<file path="config.mk">
export PLATFORM = sky130hd
export DESIGN_NAME = tx_pkt_sched_flat
export DESIGN_NICKNAME = d
export VERILOG_FILES = /design/src/rtl/tx_sched_pkg.sv /design/src/rtl/tx_pkt_sched_if.sv /design/src/rtl/tx_pkt_sched_rr_arb2.sv /design/src/rtl/tx_pkt_sched.sv /design/src/flat_wrapper.sv
export SDC_FILE = /design/constraint.sdc
export NUM_CORES = 1
export LEC_CHECK = 0
export BUFFER_PORTS_ARGS = -buffer_cell sky130_fd_sc_hd__buf_2
export CORE_MARGIN = 3
export CORE_UTILIZATION = 30
export DETAILED_ROUTE_END_ITERATION = 6
export GPL_ROUTABILITY_DRIVEN = 1
export PLACE_DENSITY = 0.58
export SLEW_MARGIN = 0
export SYNTH_ARGS = -nofsm -noshare
export SYNTH_HDL_FRONTEND = slang
export SYNTH_HIERARCHICAL = 1
export SYNTH_SLANG_ARGS = --single-unit
</file>
<file path="constraint.sdc">
create_clock -name clk -period 3.24 [get_ports clk]
set_input_delay 0.486 -clock clk [delete_from_list [all_inputs] [get_ports clk]]
set_output_delay 0.486 -clock clk [all_outputs]
set_load 0.03 [all_outputs]
</file>
<file path="src/rtl/tx_sched_pkg.sv">
// ---------------------------------------------------------------------------
// tx_sched_pkg : shared types and constants for the TX packet scheduler
// Rev 1.0
// ---------------------------------------------------------------------------
`default_nettype none

package tx_sched_pkg;

  typedef enum logic [2:0] {
    S_IDLE = 3'd0,
    S_LOAD = 3'd1,
    S_SEND = 3'd2,
    S_WAIT = 3'd3,
    S_GAP  = 3'd4
  } state_t;

  localparam int         PKT_BYTES = 4;
  localparam logic [7:0] HDR0_DEF  = 8'hA5;
  localparam logic [7:0] HDR1_DEF  = 8'h5A;

  // Byte order on the wire: header, payload MSB, payload LSB, inverted sum.
  function automatic logic [7:0] pkt_byte(input logic [7:0]  hdr,
                                          input logic [15:0] pl,
                                          input logic [1:0]  idx);
    logic [7:0] sum;
    sum = hdr + pl[15:8] + pl[7:0];
    case (idx)
      2'd0:    return hdr;
      2'd1:    return pl[15:8];
      2'd2:    return pl[7:0];
      default: return ~sum;
    endcase
  endfunction

endpackage

`default_nettype wire

</file>
<file path="src/rtl/tx_pkt_sched_if.sv">
// ---------------------------------------------------------------------------
// tx_pkt_sched_if : requester and UART-transmitter signals of the scheduler
// Rev 1.0
// ---------------------------------------------------------------------------
`default_nettype none

interface tx_pkt_sched_if;
  logic [1:0]  req;
  logic [15:0] payload0;
  logic [15:0] payload1;
  logic [1:0]  ack;
  logic        trmt;
  logic [7:0]  tx_data;
  logic        tx_done;
  logic        busy;
  logic        pkt_done;

  modport master (
    output req, payload0, payload1, tx_done,
    input  ack, trmt, tx_data, busy, pkt_done
  );

  modport slave (
    input  req, payload0, payload1, tx_done,
    output ack, trmt, tx_data, busy, pkt_done
  );
endinterface

`default_nettype wire

</file>
<file path="src/rtl/tx_pkt_sched_rr_arb2.sv">
// ---------------------------------------------------------------------------
// rr_arb2 : two-way round-robin arbiter, priority flips on each used grant
// Rev 1.0
// ---------------------------------------------------------------------------
`default_nettype none

module rr_arb2
  import tx_sched_pkg::*;
(
  input  logic       clk,
  input  logic       rst,
  input  logic [1:0] req_i,
  input  logic       update_i,
  output logic [1:0] grant_o
);

  logic prio1_q;
  logic prio1_d;

  always_comb begin
    grant_o = req_i;
    if (req_i == 2'b11) begin
      grant_o = prio1_q ? 2'b10 : 2'b01;
    end
  end

  // After granting requester 0, requester 1 wins the next contest.
  always_comb begin
    prio1_d = prio1_q;
    if (update_i && (grant_o != 2'b00)) begin
      prio1_d = grant_o[0];
    end
  end

  always_ff @(posedge clk or posedge rst) begin
    if (rst) begin
      prio1_q <= 1'b0;
    end else begin
      prio1_q <= prio1_d;
    end
  end

endmodule

`default_nettype wire

</file>
<file path="src/rtl/tx_pkt_sched.sv">
// ---------------------------------------------------------------------------
// tx_pkt_sched : arbitrates two requesters and streams 4-byte packets to a UART
// Rev 1.0
// ---------------------------------------------------------------------------
`default_nettype none

module tx_pkt_sched
  import tx_sched_pkg::*;
#(
  parameter logic [7:0] HDR0       = HDR0_DEF,
  parameter logic [7:0] HDR1       = HDR1_DEF,
  parameter int         IFG_CYCLES = 16
) (
  input logic           clk,
  input logic           rst,
  tx_pkt_sched_if.slave bus
);

  localparam logic [15:0] GAP_LAST = 16'(IFG_CYCLES - 1);
  localparam logic [1:0]  LAST_IDX = 2'(PKT_BYTES - 1);

  state_t      state_q, state_d;
  logic [1:0]  byte_idx_q, byte_idx_d;
  logic [15:0] gap_cnt_q, gap_cnt_d;
  logic [7:0]  hdr_q, hdr_d;
  logic [15:0] payload_q, payload_d;
  logic [7:0]  tx_data_q, tx_data_d;
  logic        tx_done_prev_q;

  logic [1:0]  grant;
  logic        arb_update;
  logic        done_rise;
  logic [1:0]  ack;
  logic        trmt;
  logic        busy;
  logic        pkt_done;

  rr_arb2 u_arb (
    .clk      (clk),
    .rst      (rst),
    .req_i    (bus.req),
    .update_i (arb_update),
    .grant_o  (grant)
  );

  // History resets high so a level already high at grant is not a completion.
  assign done_rise = bus.tx_done & ~tx_done_prev_q;

  always_comb begin
    state_d    = state_q;
    byte_idx_d = byte_idx_q;
    gap_cnt_d  = gap_cnt_q;
    hdr_d      = hdr_q;
    payload_d  = payload_q;
    tx_data_d  = tx_data_q;
    arb_update = 1'b0;
    ack        = 2'b00;
    trmt       = 1'b0;
    pkt_done   = 1'b0;
    busy       = (state_q != S_IDLE);

    case (state_q)
      S_IDLE: begin
        if (grant != 2'b00) begin
          ack        = grant;
          arb_update = 1'b1;
          busy       = 1'b1;
          hdr_d      = grant[1] ? HDR1 : HDR0;
          payload_d  = grant[1] ? bus.payload1 : bus.payload0;
          byte_idx_d = 2'd0;
          state_d    = S_LOAD;
        end
      end
      S_LOAD: begin
        tx_data_d = pkt_byte(hdr_q, payload_q, byte_idx_q);
        state_d   = S_SEND;
      end
      S_SEND: begin
        trmt    = 1'b1;
        state_d = S_WAIT;
      end
      S_WAIT: begin
        if (done_rise) begin
          if (byte_idx_q == LAST_IDX) begin
            pkt_done = 1'b1;
            busy     = 1'b0;
            state_d  = S_IDLE;
          end else begin
            byte_idx_d = byte_idx_q + 2'd1;
            if (IFG_CYCLES == 0) begin
              state_d = S_LOAD;
            end else begin
              gap_cnt_d = '0;
              state_d   = S_GAP;
            end
          end
        end
      end
      S_GAP: begin
        if (gap_cnt_q == GAP_LAST) begin
          state_d = S_LOAD;
        end else begin
          gap_cnt_d = gap_cnt_q + 16'd1;
        end
      end
      default: state_d = S_IDLE;
    endcase
  end

  always_ff @(posedge clk or posedge rst) begin
    if (rst) begin
      state_q        <= S_IDLE;
      byte_idx_q     <= 2'd0;
      gap_cnt_q      <= 16'd0;
      hdr_q          <= 8'h00;
      payload_q      <= 16'h0000;
      tx_data_q      <= 8'h00;
      tx_done_prev_q <= 1'b1;
    end else begin
      state_q        <= state_d;
      byte_idx_q     <= byte_idx_d;
      gap_cnt_q      <= gap_cnt_d;
      hdr_q          <= hdr_d;
      payload_q      <= payload_d;
      tx_data_q      <= tx_data_d;
      tx_done_prev_q <= bus.tx_done;
    end
  end

  assign bus.ack      = ack;
  assign bus.trmt     = trmt;
  assign bus.tx_data  = tx_data_q;
  assign bus.busy     = busy;
  assign bus.pkt_done = pkt_done;

endmodule

`default_nettype wire

</file>
<file path="src/flat_wrapper.sv">
// flat-port wrapper written by rule: the top's interface ports become plain ports
module tx_pkt_sched_flat import tx_sched_pkg::*;
#(
  parameter logic [7:0] HDR0       = HDR0_DEF,
  parameter logic [7:0] HDR1       = HDR1_DEF,
  parameter int         IFG_CYCLES = 16
)
  (clk, rst, bus_req, bus_payload0, bus_payload1, bus_tx_done, bus_ack, bus_trmt, bus_tx_data, bus_busy, bus_pkt_done);
  tx_pkt_sched_if bus_i ();
  input logic clk;
  input logic rst;
  input wire logic [$bits(bus_i.req)-1:0] bus_req;
  input wire logic [$bits(bus_i.payload0)-1:0] bus_payload0;
  input wire logic [$bits(bus_i.payload1)-1:0] bus_payload1;
  input wire logic [$bits(bus_i.tx_done)-1:0] bus_tx_done;
  output wire logic [$bits(bus_i.ack)-1:0] bus_ack;
  output wire logic [$bits(bus_i.trmt)-1:0] bus_trmt;
  output wire logic [$bits(bus_i.tx_data)-1:0] bus_tx_data;
  output wire logic [$bits(bus_i.busy)-1:0] bus_busy;
  output wire logic [$bits(bus_i.pkt_done)-1:0] bus_pkt_done;
  assign bus_i.req = bus_req;
  assign bus_i.payload0 = bus_payload0;
  assign bus_i.payload1 = bus_payload1;
  assign bus_i.tx_done = bus_tx_done;
  assign bus_ack = bus_i.ack;
  assign bus_trmt = bus_i.trmt;
  assign bus_tx_data = bus_i.tx_data;
  assign bus_busy = bus_i.busy;
  assign bus_pkt_done = bus_i.pkt_done;
  tx_pkt_sched #(.HDR0(HDR0), .HDR1(HDR1), .IFG_CYCLES(IFG_CYCLES)) u_core (.clk(clk), .rst(rst), .bus(bus_i));
endmodule
</file>
==> results.json <==
{
  "rsz0062_at_grt": "no",
  "wirelength_um": 6840,
  "cp_slowest_cell": "fa_1",
  "grt_use_met1": 0.177,
  "min_path_type": "input pin to asynchronous set/reset pin",
  "p_clk_frac": 0.117,
  "endpoint_kind": "register",
  "postCtsSetupBuffers": 0,
  "drt_iter0_drc": 197,
  "finalHoldViolCount": 0,
  "critPathBufInv": 2,
  "fin_cells": 460,
  "num_rows": 35,
  "cts_resized": 0,
  "final_max_slew_viol_count": 0,
  "utilization": 0.359,
  "crit_family": "adder cells",
  "crit_cells": 10,
  "diodes": 0,
  "maxSlewHeadroom": 0.328,
  "die_w_um": 105,
  "syn_to_final_growth_pct": 14.8,
  "clk_pin_slew_worst_paths_ns": 0.09,
  "drv_cap": 0,
  "ys.flop_type": "dfrtp_1",
  "final_antenna_net_count": 0,
  "p_sw_mw": 1.34,
  "gr-usage-met2": 0.217,
  "fin_skew_ns": 0.00872,
  "status": "finished, final reports clean",
  "grt_overflow_total": 0,
  "route.detailed.drc": 0,
  "die_h_um": 105,
  "post_drt_wl_per_cell_um": 14.9,
  "switching_share": 0.443,
  "setup_violations": 0,
  "crit_fanout": 6,
  "max_freq_ghz": 0.349,
  "viasPerCell": 5.10,
  "dieArea_um2": 10900,
  "grt_use_total": 0.129,
  "io_buffers": 49,
  "r2r.worst_path.cells": 10,
  "worstMarginPinSlew_ns": 1.01,
  "postSynthCellCount": 285,
  "coreArea_um2": 9330,
  "synth_fp_nets": 341,
  "dpl.hpwl_um": 5090,
  "final_nets": 386,
  "p_int_mw": 1.69,
  "final_common_cell": "buf_2",
  "cts_tree": "done",
  "synth_cell_type_count": 58,
  "antenna_found_initial": 0,
  "cts_root_buf": "clkbuf_8",
  "synth_top_area_frac": 0.412,
  "clk_latency_ns": 0.30,
  "clock_path_buffers": 2,
  "cts_hold_buf": 0,
  "vias": 2344,
  "start_kind": "register",
  "firstDrtPassIters": 6,
  "ys_seq_area_frac": 0.421,
  "gr-max-usage-layer": "met2",
  "setup_tns_ns": 0,
  "cp.required_ns": 3.43,
  "worstSetupPathType": "register to register",
  "globalplace.congestion": 0.815,
  "finalCritPeriodShare": 0.885,
  "htreeDepth": 2,
  "ir_worst_vdd_v": 0.000383,
  "leakage_nw": 1.65,
  "pwr-share-comb": 0.530,
  "seqPwrFrac": 0.352,
  "cp_data_arrival_time_ns": 3.06,
  "first_global_vias": 2368,
  "min_period_ns": 2.87,
  "grt_pass1_wl_um": 11800,
  "io_pins": 50,
  "synth_edf_count": 0,
  "synthTopCellsByArea": "dfrtp_1 (41%), a222oi_1 (5.8%), fa_1 (5.5%), ha_1 (4.7%), inv_1 (4.2%)",
  "synth-seq-cells": 49,
  "use_met3": 0.0266,
  "rr_startpoint": "u_core/hdr_q[6]",
  "post-place-cells": 452,
  "power_density_nw_per_um2": 906,
  "layout_common_cells": "buf_2 (49), dfrtp_1 (48), inv_1 (32), nor2_1 (20), a222oi_1 (17)",
  "grt_start_max_net_pins": 49,
  "slowest_delay_ns": 0.54,
  "clock-sinks": 49,
  "cts_made_buffers": 5,
  "path_cells": "inv_1 > fa_1 > inv_1 > ha_1 > fa_1 > a211oi_1 > o21bai_1 > a21oi_1 > mux2i_1 > nand2_1",
  "yosysTopAreaCell": "dfrtp_1",
  "drive_gt1_frac": 0.211,
  "avgSynthCellArea_um2": 10.2,
  "start_util": 0.313,
  "rr_endpoint": "u_core/bus.tx_data[7]",
  "yosys_warnings": 6,
  "syn_area_um2": 2920,
  "ys_async_sr_fraction": 1.00,
  "r2r_slack_ns": 0.37
}
-- metal layers --
metal,vias up,share of wire
met1,1145,0.46
met5,-,0
met3,2,0.056
met2,69,0.49
met4,0,0.0020
li1,1128,-
-- synthesized netlist by cell type (4+ instances only) --
master and n:
buf_2 8, a22oi_1 7, a21oi_1 11, fa_1 8, o211ai_1 4, ha_1 11
dfrtp_1 48, inv_1 33, nor2_1 20, o21ai_0 6, nand3_1 6, xor2_1 5
nor3b_1 6, a221oi_1 4, xnor2_1 9, a21o_1 6, nand2_1 14, nand4_1 6
a222oi_1 17, nor3_1 4
-- final cells by class --
cell class / count / area, µm²
fill: 961 / 5980
multi-input combinational: 188 / 1480
sequential: 49 / 1230
timing repair buffer: 52 / 268
tap: 129 / 161
inverter: 34 / 128
clock buffer: 7 / 76.3
clock inverter: 1 / 7.51
-- kinds of logic after synthesis --
logic type,share of synthesized area
AOI/OAI and AO/OA,0.181
xor gates and xnor gates,0.0421
adders and majority gates,0.102
buffers and inverters,0.0717
DFF,0.421
muxes,0.0142
and+or+nand+nor,0.168
-- registers in the layout (all words and copies together), names as in the netlist --
name,flops
u_core/state_q,3
u_core/payload_q,16
u_core/byte_idx_q,2
u_core/bus.tx_data,8
u_core/gap_cnt_q,16
u_core/u_arb/prio1_q,1
u_core/hdr_q,2
u_core/tx_done_prev_q,1
-- per-stage QoR --
| step | power (mW) | worst slack (ns) | cell area, µm² | hold slack, ns |
|---|---|---|---|---|
| after floorplan | 2.30 | 0.582 | 2920 | 0.215 |
| after global placement | 2.66 | 0.445 | 3260 | 0.337 |
| after detailed placement | 2.70 | 0.373 | 3260 | 0.340 |
| after CTS | 3.07 | 0.352 | 3350 | 0.0181 |
| after global routing | 3.33 | 0.123 | 3350 | 0.0256 |
| final | 3.03 | 0.373 | 3350 | 0.0280 |
-- worst max-delay path by stage --
stage                          startpoint                     to  slack (ns)
after detailed placement  u_core/hdr_q[6]  u_core/bus.tx_data[7]        0.37
final                     u_core/hdr_q[6]  u_core/bus.tx_data[7]        0.37
after CTS                 u_core/hdr_q[6]  u_core/bus.tx_data[7]        0.35
after floorplan           u_core/hdr_q[6]  u_core/bus.tx_data[7]        0.58
after global placement    u_core/hdr_q[6]  u_core/bus.tx_data[7]        0.44
after global routing      u_core/hdr_q[6]  u_core/bus.tx_data[7]        0.12
-- power groups by stage --
| stage | clock [mW] | sequential [mW] | combinational [mW] |
|---|---|---|---|
| 6_report | 0.356 | 1.07 | 1.61 |
| 5_1_grt | 0.399 | 1.11 | 1.83 |
| 4_1_cts | 0.376 | 1.07 | 1.62 |
| 3_5_place_dp | 0 | 1.08 | 1.61 |
| 3_3_place_gp | 0 | 1.08 | 1.59 |
| 2_1_floorplan | 0 | 1.09 | 1.21 |
No activity file was read; power rests on OpenSTA's default activity.
